## src/rtl/stage_wb_pkg.sv

```systemverilog
// Shared widths, the register-0 address and the commit-trace record for the write-back stage.
package stage_wb_pkg;

    localparam int DATA_W     = 32;
    localparam int REG_ADDR_W = 5;
    localparam int NUM_REGS   = 1 << REG_ADDR_W;
    localparam int RETIRED_W  = 32;

    localparam logic [REG_ADDR_W-1:0] REG_ZERO = '0;

    typedef struct packed {
        logic                  valid;
        logic [REG_ADDR_W-1:0] addr;
        logic [DATA_W-1:0]     data;
    } wb_trace_t;

endpackage

```

## src/rtl/stage_wb_regfile_2r1w.sv

```systemverilog
// Architectural register file: one synchronous write port, two combinational read ports
// with write-through bypass; entry 0 is a constant zero.
module regfile_2r1w
    import stage_wb_pkg::*;
#(
    parameter int DW = DATA_W,
    parameter int AW = REG_ADDR_W
) (
    input  logic          clk,
    input  logic          rst_n,
    input  logic          we,
    input  logic [AW-1:0] waddr,
    input  logic [DW-1:0] wdata,
    input  logic [AW-1:0] raddr_a,
    input  logic [AW-1:0] raddr_b,
    output logic [DW-1:0] rdata_a,
    output logic [DW-1:0] rdata_b
);

    localparam int NR = 1 << AW;

    logic [DW-1:0] regs [NR];
    logic          we_eff;

    assign we_eff = we && (waddr != '0);

    generate
        for (genvar gi = 0; gi < NR; gi++) begin : g_reg
            if (gi == 0) begin : g_zero
                assign regs[gi] = '0;
            end else begin : g_flop
                logic [DW-1:0] q_reg;

                always_ff @(posedge clk or negedge rst_n) begin
                    if (!rst_n) begin
                        q_reg <= '0;
                    end else if (we_eff && (waddr == AW'(gi))) begin
                        q_reg <= wdata;
                    end
                end

                assign regs[gi] = q_reg;
            end
        end
    endgenerate

    // Register 0 wins over the bypass so a stray write to it can never leak through.
    always_comb begin
        rdata_a = regs[raddr_a];
        if (raddr_a == '0) begin
            rdata_a = '0;
        end else if (we_eff && (raddr_a == waddr)) begin
            rdata_a = wdata;
        end
    end

    always_comb begin
        rdata_b = regs[raddr_b];
        if (raddr_b == '0) begin
            rdata_b = '0;
        end else if (we_eff && (raddr_b == waddr)) begin
            rdata_b = wdata;
        end
    end

endmodule

```

## src/rtl/stage_wb.sv

```systemverilog
// Write-back stage: commits the MM bundle into the register file and exposes a forward tap,
// a registered commit trace and a retired-instruction counter.
module stage_wb
    import stage_wb_pkg::*;
#(
    parameter int CNT_W = RETIRED_W
) (
    input  logic                  clk,
    input  logic                  rst_n,
    input  logic                  en,
    input  logic                  stall,
    input  logic                  flush,
    input  logic                  reg_wr,
    input  logic [REG_ADDR_W-1:0] reg_addr_rd,
    input  logic [DATA_W-1:0]     reg_data_rd,
    input  logic [REG_ADDR_W-1:0] rd_addr_a,
    input  logic [REG_ADDR_W-1:0] rd_addr_b,
    output logic [DATA_W-1:0]     rd_data_a,
    output logic [DATA_W-1:0]     rd_data_b,
    output logic                  fwd_valid,
    output logic [REG_ADDR_W-1:0] fwd_addr,
    output logic [DATA_W-1:0]     fwd_data,
    output logic                  trc_valid,
    output logic [REG_ADDR_W-1:0] trc_addr,
    output logic [DATA_W-1:0]     trc_data,
    output logic [CNT_W-1:0]      retired
);

    logic       advance;
    logic       commit;
    logic       step_en;
    wb_trace_t  trc_reg;
    logic [CNT_W-1:0] retired_reg;

    assign step_en = en && !stall;
    assign advance = step_en && !flush;
    assign commit  = advance && reg_wr && (reg_addr_rd != REG_ZERO);

    regfile_2r1w #(
        .DW (DATA_W),
        .AW (REG_ADDR_W)
    ) u_regfile (
        .clk     (clk),
        .rst_n   (rst_n),
        .we      (commit),
        .waddr   (reg_addr_rd),
        .wdata   (reg_data_rd),
        .raddr_a (rd_addr_a),
        .raddr_b (rd_addr_b),
        .rdata_a (rd_data_a),
        .rdata_b (rd_data_b)
    );

    assign fwd_valid = commit;
    assign fwd_addr  = reg_addr_rd;
    assign fwd_data  = reg_data_rd;

    // A stalled bundle is re-presented, so the trace only moves on non-stalled edges.
    always_ff @(posedge clk or negedge rst_n) begin
        if (!rst_n) begin
            trc_reg <= '0;
        end else if (step_en) begin
            trc_reg.valid <= commit;
            if (commit) begin
                trc_reg.addr <= reg_addr_rd;
                trc_reg.data <= reg_data_rd;
            end
        end
    end

    always_ff @(posedge clk or negedge rst_n) begin
        if (!rst_n) begin
            retired_reg <= '0;
        end else if (advance) begin
            retired_reg <= retired_reg + CNT_W'(1);
        end
    end

    assign trc_valid = trc_reg.valid;
    assign trc_addr  = trc_reg.addr;
    assign trc_data  = trc_reg.data;
    assign retired   = retired_reg;

endmodule

```

## config.mk

```make
export PLATFORM = sky130hd
export DESIGN_NAME = stage_wb
export DESIGN_NICKNAME = d
export VERILOG_FILES = /design/src/rtl/stage_wb_pkg.sv /design/src/rtl/stage_wb_regfile_2r1w.sv /design/src/rtl/stage_wb.sv
export SDC_FILE = /design/constraint.sdc
export NUM_CORES = 2
export LEC_CHECK = 0
export CAP_MARGIN = 20
export CORE_MARGIN = 2
export CORE_UTILIZATION = 55
export CTS_CLUSTER_SIZE = 8
export DETAILED_ROUTE_END_ITERATION = 6
export PLACE_DENSITY_LB_ADDON = 0.08
export SLEW_MARGIN = 20
export SYNTH_ARGS = -nofsm -noshare
export SYNTH_HDL_FRONTEND = slang
export SYNTH_SLANG_ARGS = --single-unit
```

## constraint.sdc

```tcl
create_clock -name clk -period 3.9 [get_ports clk]
set_clock_uncertainty 0.1 [all_clocks]
set_input_delay 0.975 -clock clk [delete_from_list [all_inputs] [get_ports clk]]
set_output_delay 0.975 -clock clk [all_outputs]
set_load 0.05 [all_outputs]
```

# Word-level counts from Yosys, hierarchy flattened
# Index checks and enable logic that the tools add are counted.
# totals
output_inout_bits,172
regBits,1062
inputBits,53
word_cells,127
# op_classes
n_eq_ne,33
reduce_logical,44
order_cmp,2
n_mux,10
add_sub_neg,1
n_bitwise,2
# ops
cell,n
32-bit binary-select mux with 5-bit select,2
32-bit 2-to-1 mux,8
"5-bit equality test, second input constant",16
"5-bit by 4-bit equality test with 1-bit output, second input constant",8
1-bit logical AND,38
"32-bit by 1-bit adder with 32-bit output, second input constant",1
"5-bit by 3-bit equality test with 1-bit output, second input constant",4
"6-bit greater-or-equal comparator, second input constant",2
5-bit inverter with 6-bit output,2
"5-bit by 2-bit equality test with 1-bit output, second input constant",2
5-bit equality test,2
5-bit zero test,2
"5-bit by 1-bit equality test with 1-bit output, second input constant",1
5-bit nonzero test,1
1-bit zero test,2
2-bit AND reduction,1

# Logic depth before layout (Yosys ltp)
# logic_depth
ltp_word,9
mapped_depth,10
depth_no_buf,6

# By module
# From an unflattened synthesis, not the netlist that was laid out.
# hier_totals
cells_unflattened,4339
hier_area_um2,56995.9
# by_module_without_submodules
mod,instances,cells_each,area_per_inst_um2
regfile_2r1w,1,4018,53789.1
stage_wb,1,321,3206.8

# Worst setup path after synthesis
# No wires, ideal clock.
# synth_path
path_kind,input to output
from,input reg_addr_rd[2]
to,output rd_data_a[0]
path_stages,7
arrival_time_ps,3646
path_slack_ps,-821
path_buffers,2
required_time_ps,2825
path_cell_list,or3_1 o311ai_4 inv_2 and3_1 buf_2 buf_6 a211oi_1
# synth_between
elab_chain_cells,6
word_cells_on_any_way,7
cone_classes,eq/ne: 1; mux: 2; reduce/logical: 4
# synth_lines
element,line_no,rtl
"start, declared",stage_wb.sv:14,"input logic [REG_ADDR_W-1:0] reg_addr_rd,"
5-bit nonzero test,stage_wb.sv:37,assign commit = advance && reg_wr && (reg_addr_rd != REG_ZERO);
1-bit logical AND,stage_wb.sv:37,
net fwd_valid,stage_wb.sv:20,"output logic fwd_valid,"
1-bit logical AND,stage_wb_regfile_2r1w.sv:25,assign we_eff = we && (waddr != '0);
1-bit logical AND,stage_wb_regfile_2r1w.sv:52,end else if (we_eff && (raddr_a == waddr)) begin
32-bit 2-to-1 mux,stage_wb_regfile_2r1w.sv:52,
32-bit 2-to-1 mux,stage_wb_regfile_2r1w.sv:50,if (raddr_a == '0) begin
"end, declared",stage_wb.sv:18,"output logic [DATA_W-1:0] rd_data_a,"
# The timed path passes the listed nets, and every way through them passes these cells.

# Worst setup path after layout
# layout_path
from,input reg_addr_rd[4]
to,output rd_data_b[24]
# layout_between
elab_chain_cells,6
word_cells_on_any_way,7
cone_classes,eq/ne: 1; mux: 2; reduce/logical: 4
# layout_lines
element,line_no,rtl
5-bit nonzero test,"stage_wb_regfile_2r1w.sv:25, stage_wb.sv:37",
1-bit logical AND,stage_wb.sv:37,
1-bit logical AND,stage_wb_regfile_2r1w.sv:25,
1-bit logical AND (*),stage_wb_regfile_2r1w.sv:61,end else if (we_eff && (raddr_b == waddr)) begin
32-bit 2-to-1 mux (*),stage_wb_regfile_2r1w.sv:61,
32-bit 2-to-1 mux (*),stage_wb_regfile_2r1w.sv:59,if (raddr_b == '0) begin
"end, declared",stage_wb.sv:19,"output logic [DATA_W-1:0] rd_data_b,"
# Every way passes the cells marked *; elsewhere a longest branch is shown, timed or not.

==> run_results.csv <==
group,metric,value,unit
sta,period_share,109,%
status,status,"finished with violations",
clock_tree,cts_tree,"built",
synthesis,yosysUniqueCellTypes,59,
clock_tree,clock_sinks,1062,
global_route,grt-ovfl-total,0,
cells_and_area,largest_register_ff_count,992,
synthesis,async_flop_share,100,%
clock_tree,cts-htree-levels,4,
floorplan,die_w,325,um
synthesis,yosysSeqAreaShare,46.8,%
clock_tree,cts_buffer_depth,3,
cells_and_area,fin_nets,4824,
cells_and_area,design_area,74900,um2
cells_and_area,final_common_cell,"dfrtp_1",
cells_and_area,stdcell_count,6149,
sta,timing.hold.ws,0.0913,ns
synthesis,syn_area_per_cell,13.8,um2
sta,relSlewSlack,49.3,%
hold_path,hold_class,"in -> async",
global_route,grt_start_max_net_pins,108,
drt,firstDrtPassIters,7,
drt,wl,209,mm
floorplan,dieArea,106000,um2
worst_setup_path,worst-path-max-fanout,7,
cells_and_area,syn2layout_area_growth,32.0,%
drt,viasPerCell,6.92,
worst_setup_path,path_class,"in -> out",
status,failed_checks,"DRC, setup timing",
global_route,grtUsageTotal,39.4,%
global_route,grt_pass1_vias,42900,
synthesis,synth-seq-cells,1062,
cells_and_area,drive_gt1_share,59.0,%
placement,hpwl,130,mm
clock_tree,root_buffer,"clkbuf_16",
placement,place_congestion,0.893,
worst_setup_path,required,2.82,ns
floorplan,io_pins,225,
clock_tree,clk_latency,0.74,ns
worst_setup_path,end_kind,"primary output",
worst_setup_path,arrival,3.18,ns
worst_setup_path,start_kind,"input port",
clock_tree,clkSlewWorstSetupHoldPaths,0.05,ns
floorplan,core-area,102000,um2
drt,drtAntennaViolNets,0,
synthesis,syn_nets,4158,
clock_tree,cts_made_buffers,151,
global_route,use_met2,56.1,%
clock_tree,cts_hold_buf,0,
sta,fmax,0.235,GHz
sta,postLayoutSetupSlackWorst,-0.358,ns
synthesis,synth_cells,4104,
placement,numPortBuffers,224,
synthesis,synth_edf_count,0,
cells_and_area,n_antenna_cell,0,
power_and_ir_drop,powerDensity,388,nW/um2
sta,rsz0062_at_grt,"yes",
drt,num_vias,42600,
global_route,grt_pass1_wl,303,mm
placement,dpl-instance-area,65800,um2
global_route,antenna_found_initial,3,
sta,slew_violations,0,
global_route,met3_usage,11.5,%
job,cap_viol_max_count,0,
cells_and_area,fin_util,73.4,%
sta,finalHoldViolCount,0,
cells_and_area,fillCellCount,6504,
power_and_ir_drop,ir_drop,0.299,mV
global_route,use_met1,56.2,%
global_route,grt.busiest_layer,"met1",
drt,drc,2,
drt,wl_per_cell,33.9,um
drt,initialDrtViolationCount,5319,
synthesis,dominantRegCellSynth,"dfrtp_1",
synthesis,netlist_area,56700,um2
sta,finalSetupViolCount,64,
floorplan,initial_utilization,55.6,%
sta,min_period,4.26,ns
placement,dpl.cell_count,5811,
floorplan,rows,117,
sta,tightest_slew,0.760,ns
cells_and_area,final_cell_mix,"1062 x dfrtp_1, 1032 x mux2_2, 474 x buf_4, 392 x mux4_2, 252 x buf_12",
floorplan,die_height,325,um
power_and_ir_drop,power.static_leakage,34.1,nW
synthesis,ys_warn_count,0,
-- routing by layer --
metal  wire length, um  share of wire (%)
met5               277               0.13
met4             10300                4.9
met3             24400                 12
met2             90400                 43
met1             83200                 40
-- critical path: stages --
cell and delay [ns]:
buf_6 0.09, or3_4 0.41, o311ai_4 0.30, buf_6 0.17
nor4_4 0.04, buf_6 0.17, buf_6 0.12, buf_12 0.15
buf_6 0.13, nor4_4 0.36, a21oi_2 0.07, buf_6 0.18
-- repair_timing --
item / CTS / global route
buffers inserted: 125 / 73
cloned: 19 / 4
endpoints found under the setup margin: 64 / 64
gates resized for setup: 476 / 171
pin swaps: 103 / 96
-- path summary, 6_finish.rpt --
check | from | endpoint | slack, ns | depth (start not counted)
worst max-delay path | reg_addr_rd[4] | rd_data_b[24] | -0.36 | 12
worst min-delay path | rst_n | u_regfile.g_reg[6].g_flop.q_reg[1] | 0.09 | 1
worst max register to register | retired[3] | retired[31] | 1.92 | 6
worst min register to register | trc_data[1] | trc_data[1] | 0.38 | 2
max in group asynchronous | rst_n | u_regfile.g_reg[8].g_flop.q_reg[16] | 2.56 | 2
min in group clk | trc_data[1] | trc_data[1] | 0.38 | 2
-- layout make-up --
class | instances | area (um2) | share of cell area [%]
inverter | 15 | 60.1 | 0.0802
sequential | 1062 | 26600 | 35.5
tap | 1368 | 1710 | 2.29
clock inverter | 2 | 25.0 | 0.0334
timing repair buffer | 983 | 12000 | 16.0
multi-input combinational | 2557 | 30500 | 40.8
clock buffer | 162 | 3970 | 5.30
-- power by group --
part | total (mW) | internal (mW) | switching [mW]
combinational | 5.20 | 2.41 | 2.80
clock | 11.8 | 7.05 | 4.71
sequential | 12.1 | 11.6 | 0.461
-- Yosys cell counts (all sizes together), types with 7 or more instances --
library cell | count | area, um2
buf | 253 | 1520
and3 | 11 | 68.8
clkbuf | 217 | 815
a21o | 22 | 165
o21ai | 122 | 611
a211oi | 41 | 308
o221ai | 21 | 184
nand3 | 22 | 110
inv | 14 | 52.6
xor2 | 13 | 114
o211ai | 9 | 67.6
mux2i | 73 | 731
nor4 | 56 | 365
mux4 | 392 | 8830
nand4 | 7 | 43.8
o211a | 17 | 170
mux2 | 1067 | 12000
nand3b | 8 | 60.1
a21oi | 12 | 60.1
a221oi | 60 | 526
nor2b | 48 | 300
o22ai | 73 | 457
dfrtp | 1062 | 26600
o31ai | 26 | 195
xnor2 | 28 | 245
a22oi | 63 | 473
nand2 | 197 | 739
nor2 | 84 | 318
nor3 | 39 | 215
-- kinds of logic after synthesis --
| kind of cell | after synthesis | share of synthesized area [%] |
|---|---|---|
| muxes | 1532 | 38.0 |
| DFF | 1062 | 46.8 |
| buffers and inverters | 485 | 4.22 |
| adders and majority gates | 1 | 0.0221 |
| AOI/OAI and AO/OA | 480 | 5.89 |
| and+or+nand+nor | 503 | 4.36 |
| xor gates and xnor gates | 41 | 0.633 |
-- per-stage QoR --
step,total power [mW],worst slack [ns],setup TNS (ns)
2_1_floorplan,14.7,-0.215,-4.83
3_3_place_gp,16.7,-1.14,-36.33
3_5_place_dp,16.8,-1.13,-35.01
4_1_cts,29.0,-0.380,-15.86
5_1_grt,29.9,-0.379,-18.42
6_report,29.1,-0.358,-16.76
Power figures use the tool's default switching activity.
